<file path="src/rtl/vote_controller.sv">
// Vote controller: counts single-candidate vote pulses into saturating
// per-candidate tallies, rejects simultaneous or saturating votes, enforces a
// post-vote lockout window and shows a selected tally on the LEDs in result
// mode.
module vote_controller #(
  parameter int NUM_CAND    = 4,
  parameter int CNT_W       = 8,
  parameter int LOCK_CYCLES = 16
) (
  input  logic                        clock,
  input  logic                        reset,
  input  logic [NUM_CAND-1:0]         vote_in,
  input  logic                        mode,
  input  logic [$clog2(NUM_CAND)-1:0] cand_sel,
  output logic                        vote_ack,
  output logic                        vote_err,
  output logic                        busy,
  output logic [CNT_W-1:0]            leds
);

  localparam int SEL_W  = $clog2(NUM_CAND);
  localparam int LCNT_W = (LOCK_CYCLES > 1) ? $clog2(LOCK_CYCLES) : 1;

  // Lockout counter counts down from LOCK_CYCLES-1 to 0, one value per clock.
  localparam logic [LCNT_W-1:0] LOCK_LOAD = LCNT_W'(LOCK_CYCLES - 1);
  // Candidate count widened by one bit so out-of-range selects are detectable.
  localparam logic [SEL_W:0]    NUM_SEL   = (SEL_W + 1)'(NUM_CAND);

  typedef enum logic [1:0] {
    IDLE    = 2'd0,
    ACCEPT  = 2'd1,
    LOCKOUT = 2'd2,
    RESULT  = 2'd3
  } state_t;

  state_t              state;
  logic [SEL_W-1:0]    cand;
  logic [LCNT_W-1:0]   lock_cnt;
  logic [CNT_W-1:0]    tally [NUM_CAND];

  logic [SEL_W-1:0]    vote_idx;
  logic                vote_single;
  logic                vote_multi;
  logic [CNT_W-1:0]    vote_tally;
  logic                sel_in_range;
  logic [CNT_W-1:0]    sel_tally;

  // Encode the pressed button and classify the vote pattern.
  // NOTE: every always_comb output gets a default before any branch, so no
  // path can leave a value unassigned and infer a latch.
  always_comb begin
    vote_idx = '0;
    for (int i = 0; i < NUM_CAND; i++) begin
      if (vote_in[i]) vote_idx = SEL_W'(i);
    end
    vote_single  = $onehot(vote_in);
    vote_multi   = (vote_in != '0) && !vote_single;
    vote_tally   = tally[vote_idx];
    sel_in_range = ({1'b0, cand_sel} < NUM_SEL);
    sel_tally    = sel_in_range ? tally[cand_sel] : '0;
  end

  // Control FSM, tallies and registered outputs.
  // NOTE: sequential state uses non-blocking assignments only, so every
  // register samples pre-edge values regardless of statement order.
  always_ff @(posedge clock or negedge reset) begin
    if (!reset) begin
      state    <= IDLE;
      cand     <= '0;
      lock_cnt <= '0;
      vote_ack <= 1'b0;
      vote_err <= 1'b0;
      busy     <= 1'b0;
      leds     <= '0;
      // NOTE: the tally array is cleared by reset on purpose -- votes must
      // start from zero -- so it is built from flops, not an inferred RAM.
      for (int i = 0; i < NUM_CAND; i++) tally[i] <= '0;
    end else begin
      vote_ack <= 1'b0;
      vote_err <= 1'b0;
      leds     <= '0;
      case (state)
        IDLE: begin
          if (mode) begin
            state <= RESULT;
            leds  <= sel_tally;
          end else if (vote_single) begin
            // Saturation is decided here so ack/err line up with ACCEPT.
            state <= ACCEPT;
            cand  <= vote_idx;
            busy  <= 1'b1;
            if (&vote_tally) vote_err <= 1'b1;
            else             vote_ack <= 1'b1;
          end else if (vote_multi) begin
            state    <= LOCKOUT;
            lock_cnt <= LOCK_LOAD;
            busy     <= 1'b1;
            vote_err <= 1'b1;
          end
        end
        ACCEPT: begin
          // vote_ack high means the tally was below saturation.
          if (vote_ack) tally[cand] <= tally[cand] + 1'b1;
          state    <= LOCKOUT;
          lock_cnt <= LOCK_LOAD;
        end
        LOCKOUT: begin
          if (lock_cnt == '0) begin
            state <= IDLE;
            busy  <= 1'b0;
          end else begin
            lock_cnt <= lock_cnt - 1'b1;
          end
        end
        RESULT: begin
          if (mode) leds  <= sel_tally;
          else      state <= IDLE;
        end
        default: state <= IDLE;
      endcase
    end
  end

endmodule

</file>
<file path="config.mk">
export PLATFORM = sky130hd
export DESIGN_NAME = vote_controller
export DESIGN_NICKNAME = d
export VERILOG_FILES = /design/src/rtl/vote_controller.sv
export SDC_FILE = /design/constraint.sdc
export NUM_CORES = 1
export LEC_CHECK = 0
export CORE_MARGIN = 2
export CORE_UTILIZATION = 65
export CTS_BUF_LIST = sky130_fd_sc_hd__clkbuf_8
export DETAILED_ROUTE_END_ITERATION = 16
export PLACE_DENSITY_LB_ADDON = 0.1
export SYNTH_ARGS = -nofsm -noshare
export SYNTH_HDL_FRONTEND = slang
export SYNTH_SLANG_ARGS = --single-unit
</file>
<file path="constraint.sdc">
create_clock -name clock -period 2.8 [get_ports clock]
set_input_delay 0.7 -clock clock [delete_from_list [all_inputs] [get_ports clock]]
set_output_delay 0.7 -clock clock [all_outputs]
set_load 0.05 [all_outputs]
</file>
==> results of run 1 <==
## through the flow
| stage | hold slack, ps | utilization, % |
|---|---|---|
| finish | 492 | 77.8 |
| global route | 561 | 77.8 |
| CTS | 513 | 77.2 |
| detailed placement | 518 | 73.0 |
| global placement | 507 | 73.0 |
| floorplan | 404 | - |
## power by group through the flow
stage	Sequential, uW	Clock [uW]	Combinational, uW
after global placement	976	0	594
after detailed placement	982	0	609
after floorplan	934	0	509
after CTS	966	550	662
after global routing	987	570	753
final	974	540	687
## synthesized netlist by cell type, types with 2 or more instances
master	instances
dfrtp_1	51
nand2_1	42
o21ai_0	24
inv_1	13
mux4_2	13
nor2_1	11
a31oi_1	10
ha_1	10
nand4_1	10
nand3_1	9
nor2b_1	9
o211ai_1	6
or4_1	6
clkbuf_1	5
nor3_1	4
a21oi_1	3
mux4_1	3
and2_1	2
buf_4	2
mux2i_1	2
nand2b_1	2
nand3_4	2
nor3b_1	2
o31ai_1	2
or3_1	2
or3_4	2
xor2_1	2
## metal layers
layer	vias to the layer above	wire (um)	global-route usage (%)
met5	-	0	0
met4	0	236	12.2
met3	25	517	6.78
met2	112	3180	46.5
met1	1104	2890	41.4
li1	1047	-	-
## cell usage in the layout (no fill, tap or decap), types with 8 or more instances in the layout
cell,n
a31oi_1,10
buf_4,13
clkdlybuf4s50_1,15
dfrtp_1,51
ha_1,8
inv_1,10
mux4_2,13
nand2_1,41
nand3_1,9
nand4_1,10
nor2_1,11
nor2b_1,9
o21ai_0,24
## timing repair
item / in CTS / in global routing
pin swaps: 1 / 4
gates cloned: 0 / 0
resized for setup: 10 / 6
setup endpoints to repair: 9 / 10
setup buffers: 2 / 1
hold buffers: 0 / 0
endpoints found under the hold margin: 0 / 0
## cell type report
type | instances | area share, %
Sequential cell | 51 | 38.2
Clock inverter | 2 | 1.05
Tap cell | 52 | 1.95
Multi-Input combinational cell | 193 | 46.0
Inverter | 13 | 1.46
Timing Repair Buffer | 33 | 8.91
Clock buffer | 6 | 2.47
## cells by family (layout without fill, tap and decap cells)
kind of cell,after synthesis,after routing,share of synthesized area [%]
AOI/OAI and AO/OA,52,52,11.0
xor gates and xnor gates,3,3,0.916
adders and majority gates,11,11,5.06
buffers and inverters,23,54,4.14
DFF,51,51,44.5
muxes,19,19,14.0
and+or+nand+nor,108,108,20.3
## registers in the layout, summed over array words and instances, names as in the netlist
name / count
vote_err: 1
tally: 32
leds: 8
cand: 2
vote_ack: 1
state: 2
lock_cnt: 4
busy: 1
## how the worst min path moves through the flow
stage,from,depth (start not counted),endpoint
after global placement,tally[3],2,tally[3]
final,reset,2,tally[18]
after global routing,reset,2,tally[0]
after detailed placement,tally[3],2,tally[3]
after CTS,reset,2,tally[17]
after floorplan,reset,0,busy
==> flow_metrics.py, run 1 <==
metrics = {
    "yosys": {
        "yosys_warnings": 0,
        "synth-async-reset-ratio_pct": 100,
        "synth_area_um2": 2870,
        "synthFlopType": "dfrtp_1",
        "syn_inst": 267,
        "synth_fp_nets": 287,
        "synth_edf_count": 0,
        "synthDistinctLibCells": 45,
        "yosys.area.top_type_share_pct": 44.5,
        "ys_ff_latch": 51,
        "yosys.area.top_type": "dfrtp_1",
        "synth_area_leaders": "dfrtp_1 (45%), mux4_2 (10%), nand2_1 (5.5%)",
        "ys_seq_area_share_pct": 44.5,
        "synth.avg_cell_area_um2": 10.7,
    },
    "cells_and_area": {
        "fillerInstances": 271,
        "seq_area_um2": 1280,
        "diodes": 0,
        "multi_input_area_um2": 1540,
        "layout-drive-gt1-share_pct": 18.1,
        "instances_no_fill": 350,
        "fin_area_um2": 3340,
        "syn_to_final_growth_pct": 16.5,
        "num-nets-final": 317,
    },
    "detailed_routing": {
        "drtAntennaViolNets": 0,
        "vias": 2288,
        "wire_per_inst_um": 19.5,
        "drt_wl_total_mm": 6.82,
        "drtPass1Iterations": 5,
        "drtIter0Drc": 209,
        "routed_via_density": 6.54,
        "drc_errors": 0,
    },
    "worst_setup_path": {
        "startpoint_type": "input port",
        "end_kind": "flop",
        "cp_slowest_stage_delay_ps": 530,
        "crit_type": "in2reg",
        "crit_family": "adder cells",
        "r2r.worst_path.cells": 5,
        "worstReg2RegEnd": "tally[14]",
        "crit_buf_inv": 4,
        "crit_required_ps": 3000,
        "startpoint": "vote_in[1]",
        "worstReg2RegStart": "cand[1]",
        "cp-endpoint": "lock_cnt[2]",
        "worstPathArrival_ps": 2890,
        "cp_cell_sequence": "dlygate4sd2_1 > inv_2 > fa_1 > inv_1 > ha_2 > ha_4 > nor3b_4 > buf_4 > o31ai_4 > and2_4 > o22a_1",
        "path_depth": 11,
        "rrSetupSlack_ps": 560,
        "cp_max_fo": 5,
        "cp_slowest_cell": "fa_1",
    },
    "power": {
        "internal_power_uw": 1440,
        "leakagePower_uw": 0.00146,
        "power_density_nw_per_um2": 658,
        "clkPwrFrac_pct": 24.5,
        "total_power_uw": 2200,
        "seq_power_share_pct": 44.2,
        "combPwrFrac_pct": 31.2,
        "p_sw_share_pct": 34.7,
        "peakVddDrop_v": 0.000540,
        "p_sw_uw": 764,
    },
    "place": {
        "port_buffers": 19,
        "place_inst": 339,
        "dpl.hpwl_mm": 4.63,
        "dpl_cell_area_um2": 3140,
        "place.gp.congestion": 0.878,
        "pre_cts_ws_ps": -518,
    },
    "global_route": {
        "gr-total-overflow": 0,
        "grt_max_degree": 52,
        "globalRouteTotalUtil_pct": 30.0,
        "antenna_found_initial": 0,
        "grt_pass1_wl_mm": 11.4,
        "grt_pass1_vias": 2276,
    },
    "clock_network": {
        "cts_buffer_depth": 2,
        "cts_tree": "yes",
        "numCtsBuffers": 5,
        "clock_sinks": 51,
        "cts.htree.levels": 2,
        "root_buffer": "clkbuf_8",
        "path_clk_slew_ps": 90,
        "clkLatencyLatePin_ps": 310,
    },
    "timing": {
        "fin_tns_setup_ps": 0,
        "worstMarginPinSlew_ps": 656,
        "hold_violations": 0,
        "max_freq_mhz": 373,
        "fin_ws_ps": 116,
        "post-route-period-util_pct": 95.8,
        "setup_violations": 0,
        "fin_crit_ps": 2680,
        "drv_slew": 0,
        "slew_headroom_pct": 56.3,
        "rsz0062_at_grt": "false",
        "fin_skew_ps": 8.48,
    },
    "run": {
        "cap_violations": 0,
    },
    "die": {
        "die_area_um2": 4960,
        "io_pins": 20,
        "die_w_um": 70.4,
        "core_region_area_um2": 4290,
        "initial_utilization_pct": 66.8,
        "row_count": 24,
        "die_h_um": 70.4,
    },
    "outcome": {
        "status": "complete, no violations",
    },
    "min_path": {
        "hold_class": "in2async",
    },
}
No activity file was read; power rests on OpenSTA's default activity.
==> run 2: changes to the inputs <==
CORE_MARGIN = 3   (was 2)
==> run 2 against run 1 <==
  * Clock skew is essentially flat
  * Core utilization grew 3.0 points
  * Sequential share of layout area grew 0.19 points
  * Sequential cell count is the same
  * Wire length grew 2.4%
  * Worst setup slack gained 44 ps
  * Clock-buffer cell count grew 1
  * Clock power shrank 15%
  * Die area grew 5.8%
==> flow_metrics.py, run 2 (same netlist as run 1, synthesis figures left out) <==
metrics = {
    "timing": {
        "fin_crit_ps": 2640,
        "fin_tns_setup_ps": 0,
        "setup_violations": 0,
        "drv_slew": 0,
        "worstMarginPinSlew_ps": 591,
        "hold_violations": 0,
        "max_freq_mhz": 379,
        "rsz0062_at_grt": "false",
        "slew_headroom_pct": 60.3,
        "fin_skew_ps": 8.42,
        "post-route-period-util_pct": 94.3,
    },
    "place": {
        "dpl.hpwl_mm": 4.82,
        "dpl_cell_area_um2": 3140,
        "port_buffers": 19,
        "place.gp.congestion": 0.889,
        "place_inst": 338,
    },
    "min_path": {
        "hold_class": "in2async",
    },
    "detailed_routing": {
        "drt_wl_total_mm": 6.99,
        "drtAntennaViolNets": 0,
        "routed_via_density": 6.75,
        "vias": 2349,
        "wire_per_inst_um": 20.1,
        "drtIter0Drc": 317,
        "drc_errors": 0,
        "drtPass1Iterations": 5,
    },
    "cells_and_area": {
        "mostFrequentLayoutCell": "dfrtp_1",
        "fin_area_um2": 3330,
        "final_util_pct": 80.8,
        "most-common-layout-cells": "dfrtp_1 (51), nand2_1 (42), o21ai_0 (24)",
        "largest_register_ffs": 32,
        "top_register": "tally",
        "instances_no_fill": 348,
        "syn_to_final_growth_pct": 16.0,
        "layout-drive-gt1-share_pct": 17.8,
        "largestRegisters": "tally x32, leds x8, lock_cnt x4",
        "diodes": 0,
        "num-nets-final": 317,
    },
    "worst_setup_path": {
        "crit_required_ps": 3000,
        "end_kind": "flop",
        "startpoint": "vote_in[1]",
        "worstPathArrival_ps": 2840,
        "crit_type": "in2reg",
        "cp_max_fo": 5,
        "worstReg2RegStart": "cand[0]",
        "startpoint_type": "input port",
    },
    "global_route": {
        "grt_pass1_wl_mm": 11.5,
        "antenna_found_initial": 0,
        "globalRouteTotalUtil_pct": 29.3,
        "gr-total-overflow": 0,
        "grt_max_degree": 20,
        "grt_pass1_vias": 2299,
    },
    "power": {
        "leakagePower_uw": 0.00144,
        "peakVddDrop_v": 0.000443,
        "power_density_nw_per_um2": 639,
    },
    "die": {
        "row_count": 23,
        "die_h_um": 72.4,
        "io_pins": 20,
        "die_w_um": 72.4,
        "core_region_area_um2": 4120,
        "initial_utilization_pct": 69.7,
        "die_area_um2": 5240,
    },
    "run": {
        "cap_violations": 0,
    },
    "clock_network": {
        "cts_tree": "yes",
        "clkLatencyLatePin_ps": 310,
        "clock_sinks": 51,
        "cts_buffer_depth": 2,
        "path_clk_slew_ps": 90,
        "hold_buffers": 0,
        "root_buffer": "clkbuf_8",
        "cts.htree.levels": 2,
        "numCtsBuffers": 5,
    },
    "outcome": {
        "status": "complete, no violations",
    },
}
==> run 2: cell types whose count changed in the layout (fill, tap and decap cells not counted) <==
cell | before | now
ha_4 | 1 | 2
clkbuf_8 | 6 | 7
nand2_2 | 1 | 0
dlygate4sd2_1 | 1 | 2
bufinv_16 | 1 | 0
ha_2 | 1 | 0
dlymetal6s2s_1 | 2 | 1
nand2_1 | 41 | 42
clkinv_2 | 1 | 0
inv_2 | 3 | 4
==> run 2: per-layer routing <==
layer / wire length [um] / GRT usage, % / vias to the layer above
met5: 0 / 0 / -
met4: 257 / 12.9 / 0
met3: 669 / 4.85 / 25
met2: 3230 / 44.3 / 150
met1: 2840 / 42.0 / 1125
li1: - / - / 1049
==> run 2: per-stage QoR <==
step	total power [uW]	hold WS [ps]	worst slack [ps]
3_3_place_gp	1560	504	-525
2_1_floorplan	1440	404	94.8
3_5_place_dp	1590	518	-604
6_report	2130	295	160
5_1_grt	2230	327	86.1
4_1_cts	2090	305	5.54
==> run 2: timing repair <==
item,CTS,global route
endpoints found under the hold margin,0,0
endpoints found under the setup margin,9,9
gates resized for setup,11,6
pin swaps,5,5
setup buffers,2,1
==> run 2: final timing paths <==
check                         endpoint  cells past startpoint  slack, ps
setup / recovery           lock_cnt[2]                     11        160
hold / removal                tally[4]                      1        300
setup reg to reg             tally[28]                      5        500
hold reg to reg               tally[3]                      2        540
max in group asynchronous    tally[14]                      2       1910
min in group clock            tally[3]                      2        540
==> run 2: area by class of cell <==
type | instances | area [um^2]
multi-input combinational | 193 | 1540
sequential | 51 | 1280
fill | 242 | 790
timing repair buffer | 33 | 294
clock buffer | 7 | 96.3
tap | 50 | 62.6
inverter | 13 | 48.8
clock inverter | 1 | 3.75
==> run 2: worst max-delay path, stage by stage <==
cell	delay, ps
dlygate4sd2_1	240
inv_2	60
fa_1	560
inv_2	50
ha_4	160
ha_4	230
nor3b_4	240
buf_6	150
o31ai_4	70
and2_4	180
o22a_1	190
==> run 2: power breakdown <==
group          internal, uW  switching, uW
Clock                   222            239
Combinational           318            387
Sequential              827            132
Total                  1370            758
==> run 3: changes to the inputs <==
CORE_UTILIZATION = 61   (was 65)
clock period = 3 ns   (was 2.8 ns; I/O delays follow)
==> run 3 against run 2 <==
  * Cell count rose by 0.29%
  * Register-to-register slack improved by 240 ps
  * Via count decreased by 1.7%
  * Sequential share of layout area increased by 0.32 points
  * Worst setup slack worse by 56 ps
==> flow_metrics.py, run 3 (same netlist as run 1, synthesis figures left out) <==
metrics = {
    "die": {
        "core_region_area_um2": 4440,
        "row_count": 24,
        "initial_utilization_pct": 64.5,
        "die_area_um2": 5560,
        "die_h_um": 74.6,
        "die_w_um": 74.6,
        "io_pins": 20,
    },
    "worst_setup_path": {
        "startpoint_type": "input port",
        "crit_buf_inv": 5,
        "path_depth": 12,
        "r2r.worst_path.cells": 6,
        "worstReg2RegEnd": "tally[21]",
        "rrSetupSlack_ps": 740,
        "crit_type": "in2reg",
        "cp_slowest_cell": "fa_1",
        "end_kind": "flop",
        "crit_family": "buffers and inverters",
        "cp_slowest_stage_delay_ps": 500,
        "crit_required_ps": 3250,
        "cp_max_fo": 7,
        "cp_cell_sequence": "clkdlybuf4s50_1 > inv_1 > fa_1 > inv_1 > ha_1 > ha_1 > nor3b_1 > buf_4 > o31ai_4 > buf_4 > a31oi_1 > o22a_1",
        "worstReg2RegStart": "state[1]",
        "worstPathArrival_ps": 3140,
    },
    "detailed_routing": {
        "drtIter0Drc": 223,
        "drtAntennaViolNets": 0,
        "routed_via_density": 6.62,
        "drtPass1Iterations": 5,
        "drc_errors": 0,
        "wire_per_inst_um": 19.1,
        "drt_wl_total_mm": 6.67,
        "vias": 2309,
    },
    "cells_and_area": {
        "top_register": "tally",
        "fin_area_um2": 3300,
        "most-common-layout-cells": "dfrtp_1 (51), nand2_1 (42), o21ai_0 (24)",
        "mostFrequentLayoutCell": "dfrtp_1",
        "diodes": 0,
        "largest_register_ffs": 32,
        "layout-drive-gt1-share_pct": 15.2,
        "num-nets-final": 316,
        "instances_no_fill": 349,
        "largestRegisters": "tally x32, leds x8, lock_cnt x4",
        "syn_to_final_growth_pct": 15.0,
    },
    "clock_network": {
        "path_clk_slew_ps": 100,
        "clock_sinks": 51,
        "numCtsBuffers": 5,
        "cts_buffer_depth": 2,
        "postCtsSetupBuffers": 0,
        "hold_buffers": 0,
        "clkLatencyLatePin_ps": 310,
        "cts.htree.levels": 2,
        "cts_tree": "yes",
        "root_buffer": "clkbuf_8",
    },
    "place": {
        "port_buffers": 19,
        "place_inst": 341,
        "dpl.hpwl_mm": 4.69,
        "pre_cts_ws_ps": -255,
        "dpl_cell_area_um2": 3150,
        "place.gp.congestion": 0.894,
    },
    "timing": {
        "max_freq_mhz": 345,
        "fin_ws_ps": 104,
        "hold_slack_ps": 533,
        "setup_violations": 0,
        "fin_skew_ps": 8.62,
        "post-route-period-util_pct": 96.5,
        "drv_slew": 0,
        "hold_violations": 0,
        "worstMarginPinSlew_ps": 710,
        "fin_crit_ps": 2900,
        "slew_headroom_pct": 52.3,
    },
    "global_route": {
        "antenna_found_initial": 0,
        "grt_pass1_wl_mm": 11.0,
        "grt_max_degree": 52,
        "grt_pass1_vias": 2233,
        "globalRouteTotalUtil_pct": 26.4,
        "gr-total-overflow": 0,
    },
    "power": {
        "leakagePower_uw": 0.00143,
        "peakVddDrop_v": 0.000380,
        "power_density_nw_per_um2": 629,
    },
    "run": {
        "cap_violations": 0,
    },
    "min_path": {
        "hold_class": "in2async",
    },
    "outcome": {
        "status": "complete, no violations",
    },
}
-- run 3: power by group --
group | internal (uW) | switching (uW)
registers | 772 | 133
logic | 281 | 322
clock network | 333 | 233
-- run 3: layout make-up --
type	count	area, um^2
multi-input combinational	193	1490
timing repair buffer	32	283
clock buffer	5	68.8
fill	327	1150
tap	52	65.1
sequential	51	1280
inverter	13	48.8
clock inverter	3	67.6
-- run 3: worst max path at each step --
stage / start / to / slack, ps
detailed placement: vote_in[1] / lock_cnt[2] / -250
global route: vote_in[1] / lock_cnt[2] / -3
finish: vote_in[1] / lock_cnt[2] / 100
CTS: vote_in[1] / lock_cnt[2] / 20
global placement: vote_in[1] / lock_cnt[2] / -200
floorplan: vote_in[0] / lock_cnt[2] / 80
-- run 3: worst register-to-register path: stages, from the launching register on --
cell and delay [ps]:
dfrtp_1 430, inv_1 130, ha_1 270, nand2_1 130
or3_1 550, or4_1 590, nand3_1 90
-- run 3: per-stage QoR --
step / setup TNS [ps] / util, % / total power [uW]
2_1_floorplan: 0 / - / 1340
3_3_place_gp: -1120 / 70.8 / 1470
3_5_place_dp: -1440 / 70.8 / 1480
4_1_cts: 0 / 73.8 / 2050
5_1_grt: -2.60 / 74.2 / 2190
6_report: 0 / 74.2 / 2070
-- run 3: timing repair --
| item | 4_1_cts | 5_1_grt |
|---|---|---|
| hold endpoints to repair | 0 | 0 |
| gates resized for setup | 0 | 3 |
| setup endpoints to repair | 0 | 4 |
-- run 3: layer usage --
metal  GRT usage, %  up-vias  routed length (um)
met5              0        -                   0
met4           7.51        0                  86
met3           5.27        8                 508
met2           42.4      110                3290
met1           36.9     1143                2780
li1               -     1048                   -
